## config.mk

```make
export PLATFORM = sky130hd
export DESIGN_NAME = soc_system_pio_master
export DESIGN_NICKNAME = d
export VERILOG_FILES = /design/src/rtl/soc_system_pio_master.sv
export SDC_FILE = /design/constraint.sdc
export NUM_CORES = 1
export LEC_CHECK = 0
export ABC_AREA = 1
export BUFFER_PORTS_ARGS = -buffer_cell sky130_fd_sc_hd__buf_2
export CORE_UTILIZATION = 40
export CTS_BUF_LIST = sky130_fd_sc_hd__clkbuf_8
export DETAILED_ROUTE_END_ITERATION = 12
export GPL_ROUTABILITY_DRIVEN = 0
export PLACE_DENSITY = 0.75
export SLEW_MARGIN = 40
export SYNTH_ARGS = -nofsm -noshare
export SYNTH_HDL_FRONTEND = slang
export SYNTH_SLANG_ARGS = --single-unit
```

## constraint.sdc

```tcl
create_clock -name clk -period 1.6 [get_ports clk]
set_input_delay 0.32 -clock clk [delete_from_list [all_inputs] [get_ports clk]]
set_output_delay 0.32 -clock clk [all_outputs]
set_load 0.05 [all_outputs]
```

## src/rtl/soc_system_pio_master.sv

```systemverilog
`default_nettype none
// ============================================================================
//  Module      : soc_system_pio_master
//  Description : Avalon-MM master for PIO-style register slaves. Takes one
//                command at a time (READ, WRITE, SET, CLEAR, TOGGLE), turns
//                it into a chipselect-qualified slave access with a fixed
//                read latency, and returns the result on a response port.
//  Revision    : 1.0 - initial release
// ============================================================================
module soc_system_pio_master #(
   parameter int ADDR_W       = 2,
   parameter int DATA_W       = 32,
   parameter int READ_LATENCY = 1    // legal range 1..4
) (
   input  logic              clk,
   input  logic              reset_n,
   input  logic              cmd_valid,
   output logic              cmd_ready,
   input  logic [2:0]        cmd_op,
   input  logic [ADDR_W-1:0] cmd_address,
   input  logic [DATA_W-1:0] cmd_data,
   output logic              rsp_valid,
   input  logic              rsp_ready,
   output logic [DATA_W-1:0] rsp_readdata,
   output logic              rsp_error,
   output logic [ADDR_W-1:0] av_address,
   output logic              av_chipselect,
   output logic              av_write_n,
   output logic [DATA_W-1:0] av_writedata,
   input  logic [DATA_W-1:0] av_readdata
);

   localparam logic [2:0] c_OP_READ   = 3'd0;
   localparam logic [2:0] c_OP_WRITE  = 3'd1;
   localparam logic [2:0] c_OP_SET    = 3'd2;
   localparam logic [2:0] c_OP_CLEAR  = 3'd3;
   localparam logic [2:0] c_OP_TOGGLE = 3'd4;
   // RD lasts READ_LATENCY+1 cycles: the counter starts at READ_LATENCY and
   // the read data is captured on the edge where it has reached zero.
   localparam logic [2:0] c_RD_WAIT   = 3'(READ_LATENCY);

   typedef enum logic [1:0] {
      S_IDLE = 2'd0,
      S_RD   = 2'd1,
      S_WR   = 2'd2,
      S_RESP = 2'd3
   } state_t;

   state_t            state_q, state_d;
   logic [2:0]        cnt_q, cnt_d;
   logic [2:0]        op_q, op_d;
   logic [DATA_W-1:0] data_q, data_d;
   logic [ADDR_W-1:0] av_address_q, av_address_d;
   logic              av_chipselect_q, av_chipselect_d;
   logic              av_write_n_q, av_write_n_d;
   logic [DATA_W-1:0] av_writedata_q, av_writedata_d;
   logic              rsp_valid_q, rsp_valid_d;
   logic [DATA_W-1:0] rsp_readdata_q, rsp_readdata_d;
   logic              rsp_error_q, rsp_error_d;

   // Bitwise modify step of the read-modify-write operations.
   function automatic logic [DATA_W-1:0] f_modify(input logic [2:0]        op,
                                                  input logic [DATA_W-1:0] old,
                                                  input logic [DATA_W-1:0] mask);
      logic [DATA_W-1:0] result;
      case (op)
         c_OP_SET:    result = old | mask;
         c_OP_CLEAR:  result = old & ~mask;
         c_OP_TOGGLE: result = old ^ mask;
         default:     result = old;
      endcase
      return result;
   endfunction

   // Next-state logic; bus and response strobes are decoded from the next
   // state so that they appear registered in the same cycle as the state.
   always_comb begin
      state_d        = state_q;
      cnt_d          = cnt_q;
      op_d           = op_q;
      data_d         = data_q;
      av_address_d   = av_address_q;
      av_writedata_d = av_writedata_q;
      rsp_readdata_d = rsp_readdata_q;
      rsp_error_d    = rsp_error_q;

      case (state_q)
         S_IDLE: begin
            if (cmd_valid) begin
               op_d   = cmd_op;
               data_d = cmd_data;
               case (cmd_op)
                  c_OP_READ, c_OP_SET, c_OP_CLEAR, c_OP_TOGGLE: begin
                     state_d      = S_RD;
                     cnt_d        = c_RD_WAIT;
                     av_address_d = cmd_address;
                     rsp_error_d  = 1'b0;
                  end
                  c_OP_WRITE: begin
                     state_d        = S_WR;
                     av_address_d   = cmd_address;
                     av_writedata_d = cmd_data;
                     rsp_readdata_d = '0;
                     rsp_error_d    = 1'b0;
                  end
                  default: begin
                     // Illegal opcode: answer immediately, never touch the bus.
                     state_d        = S_RESP;
                     rsp_readdata_d = '0;
                     rsp_error_d    = 1'b1;
                  end
               endcase
            end
         end
         S_RD: begin
            if (cnt_q == 3'd0) begin
               rsp_readdata_d = av_readdata;
               if (op_q == c_OP_READ) begin
                  state_d = S_RESP;
               end else begin
                  state_d        = S_WR;
                  av_writedata_d = f_modify(op_q, av_readdata, data_q);
               end
            end else begin
               cnt_d = cnt_q - 3'd1;
            end
         end
         S_WR: begin
            state_d = S_RESP;
         end
         S_RESP: begin
            if (rsp_ready) begin
               state_d = S_IDLE;
            end
         end
         default: begin
            state_d = S_IDLE;
         end
      endcase

      av_chipselect_d = (state_d == S_RD) || (state_d == S_WR);
      av_write_n_d    = (state_d != S_WR);
      rsp_valid_d     = (state_d == S_RESP);
   end

   // State and output registers; reset drops any command in flight.
   always_ff @(posedge clk or negedge reset_n) begin
      if (!reset_n) begin
         state_q         <= S_IDLE;
         cnt_q           <= 3'd0;
         op_q            <= 3'd0;
         data_q          <= '0;
         av_address_q    <= '0;
         av_chipselect_q <= 1'b0;
         av_write_n_q    <= 1'b1;
         av_writedata_q  <= '0;
         rsp_valid_q     <= 1'b0;
         rsp_readdata_q  <= '0;
         rsp_error_q     <= 1'b0;
      end else begin
         state_q         <= state_d;
         cnt_q           <= cnt_d;
         op_q            <= op_d;
         data_q          <= data_d;
         av_address_q    <= av_address_d;
         av_chipselect_q <= av_chipselect_d;
         av_write_n_q    <= av_write_n_d;
         av_writedata_q  <= av_writedata_d;
         rsp_valid_q     <= rsp_valid_d;
         rsp_readdata_q  <= rsp_readdata_d;
         rsp_error_q     <= rsp_error_d;
      end
   end

   assign cmd_ready     = (state_q == S_IDLE);
   assign rsp_valid     = rsp_valid_q;
   assign rsp_readdata  = rsp_readdata_q;
   assign rsp_error     = rsp_error_q;
   assign av_address    = av_address_q;
   assign av_chipselect = av_chipselect_q;
   assign av_write_n    = av_write_n_q;
   assign av_writedata  = av_writedata_q;

endmodule
`default_nettype wire

```

==> out/qor.txt <==
Slew HR = 0.6592
Number of synthesized register bits = 110
Remaining antenna violation count = 0
HPWL Detailed = 15.24 mm
Wire per inst = 17.21 microns
Fin crit share = 1.008
Hold WS = 0.1366 ns
Die area = 18460 sq um
Critical path arrival = 1.29 ns
Worst-case clock skew = 0.008124 ns
Final setup margin = -0.01219 ns
Worst path max stage delay = 0.49 ns
Vias in the first global route = 7112
# DRC = 0
Fmax = 0.6203 GHz
Critical path fanouts, max = 4
Ports = 144
CTS max path bufs = 2
Synth unique cells = 24
GRT overflow = 0
Pwr dens = 2485 nW/um^2
Num rows = 48
Min Tclk post-route = 1.612 ns
Mapped Area = 7167 sq um
Crit start category = register
Final setup fails = 1
WL final = 23.86 mm
Synth Area per Inst = 7.239 sq um
Maximum vdd ir drop = 1.158 mV
Antenna violations before repair = 0
Critical-path cell list = nor2_4 > buf_6 > buf_8
Hold Fails Final Rpt = 0
Final cell count without fillers = 1386
TritonCTS clock tree = done
Critical path's slowest cell = dfrtp_2
Layout area overhead = 27.93%
H-tree Lvls = 3
Area leader, netlist = dfrtp_1
Final slew viol count = 0
Gr usage total = 0.2496
Status = finished, violations left
Register area share after synthesis = 0.3843
CTS buffer count = 9
First-pass GRT wire length = 35.76 mm
Worst EP required = 1.28 ns
Layout cells sized above 1 = 0.2377
RSZ-0062 raised after global routing = yes
Hold Crit Class = in -> reg
Placed Cells = 1347
Drt pass-1 iters = 5
Least-Margin Pin Slew = 0.5059 ns
Initial DRC count = 721
Core ar. = 17420 sq um
Largest net degree at the start of global routing = 43
Clock Latency Late Sink = 0.39 ns
Utilization after layout = 0.5264
Die Wd = 135.9 microns
CTS root buf = clkbuf_8
Clk sinks = 110
Failing checks = negative setup slack
Crit Path Category = reg -> out
Initial Util = 0.4115
Clock-pin slew on the worst setup and hold paths = 0.10 ns
Pleak = 4.853 nW
Synth area leaders = dfrtp_1 38%, ha_1 12%, nand2_1 9.5%, nor2_1 8.7%, inv_1 7.6%
Layout fillers = 1651
Post-Synthesis Cells = 990
Max-Cap Viols = 0
Top cell type's share of synthesized area = 0.3806
Post-layout nets = 1299
Net count after synthesis = 1131
Port bufs = 143
Average vias per placed instance = 5.331
Via count = 7389
DIE HEIGHT = 135.9 microns
# diodes = 0
YS warnings = 0
Crit end category = output port
[cell usage in the layout (no fill, tap or decap), types with 3 or more instances in the layout]
cell,instances
nor2_2,11
inv_2,4
o22ai_1,33
dfrtp_2,4
nor2_4,6
nor2_1,154
clkbuf_16,6
buf_12,16
inv_4,3
dfrtp_1,105
inv_1,143
a21oi_2,3
ha_1,67
nand2_4,3
buf_6,13
clkbuf_8,9
nand4_1,61
o21ai_0,41
buf_2,141
nand3_1,101
nand2_2,4
nand2_1,175
buf_4,42
[synth_stat cells]
cell,n
a21oi_1,4
a21oi_2,1
buf_1,5
buf_2,29
buf_4,2
clkbuf_1,28
dfrtp_1,109
dfstp_2,1
ha_1,68
inv_1,145
inv_2,2
nand2_1,181
nand2_2,2
nand2_4,1
nand3_1,103
nand4_1,61
nor2_1,166
nor2_2,3
nor2_4,2
nor3_1,1
o21a_1,1
o21ai_0,41
o22ai_1,33
xor2_1,1
[worst max-delay path, delay by kind of cell, from the launching register on]
family | cells | cell delay, ns
flip-flops | 1 | 0.49
buffers and inverters | 2 | 0.25
AND/OR/NAND/NOR | 1 | 0.16
[power breakdown]
part	switching [mW]	total [mW]	internal (mW)	leakage, nW
registers	0.711	4.89	4.18	1.34
logic	10.7	16.3	5.54	3.42
clock network	0.950	1.64	0.690	0.0987
total	12.4	22.8	10.4	4.85
[stage by stage]
stage	TNS, ns	setup slack, ns	total power [mW]	instance area [sq um]
finish	-0.01219	-0.01219	22.78	9169
global route	-1.736	-0.08372	24.31	9169
CTS	0	0.007001	20.70	8667
detailed placement	0	0.01781	18.93	8469
global placement	0	0.06034	18.64	8469
floorplan	-0.06648	-0.06648	14.39	7186
[registers in the layout (all words and copies together), names as in the netlist]
register and flops:
cnt_q 3, av_chipselect 1, data_q 32, av_write_n 1, av_writedata 32, rsp_readdata 32, rsp_valid 1, rsp_error 1
av_address 2, op_q 3, state_q 2
[final cells by class]
type	count	area, sq um	area share
clock inverters	5	46.29	0.005049
inverters	147	559.3	0.06100
clock buffers	9	123.9	0.01351
well taps	225	281.5	0.03070
flip-flops and latches	110	2759	0.3009
multi-input cells	669	3721	0.4058
repair buffers	221	1678	0.1830
[repair_timing]
action | in CTS | in global routing
hold buffers | 1 | 0
gates resized for setup | 5 | 52
hold endpoints to repair | 22 | 0
cloned | 0 | 8
setup buffers | 0 | 16
pin swaps | 0 | 14
endpoints found under the setup margin | 2 | 69
[layer usage]
| metal | track usage | up-vias | routed length, microns |
|---|---|---|---|
| li1 | - | 3493 | - |
| met1 | 0.3151 | 3484 | 9763 |
| met2 | 0.4223 | 375 | 11290 |
| met3 | 0.05518 | 37 | 2332 |
| met4 | 0.07963 | 0 | 475 |
| met5 | 0 | - | 0 |
[final timing paths]
kind	startpoint	cells past startpoint	slack [ns]	end
min in group asynchronous	reset_n	2	0.40	data_q[8]
setup reg to reg	state_q[0]	9	0.01	av_writedata[1]
max in group asynchronous	reset_n	3	0.62	av_writedata[8]
hold reg to reg	av_address[0]	2	0.48	av_address[0]
setup / recovery	state_q[0]	3	-0.01	cmd_ready
hold / removal	cmd_address[0]	3	0.14	av_address[0]
[cell families (layout without fill, tap and decap cells)]
logic type | count (synthesis) | in the layout | share of synthesized area
fa+ha+maj | 68 | 68 | 0.1187
compound gates | 80 | 80 | 0.06250
simple gates | 520 | 520 | 0.3167
xor+xnor | 1 | 1 | 0.001222
buf+inv | 211 | 382 | 0.1166
flops | 110 | 110 | 0.3843
Power figures use the tool's default switching activity.
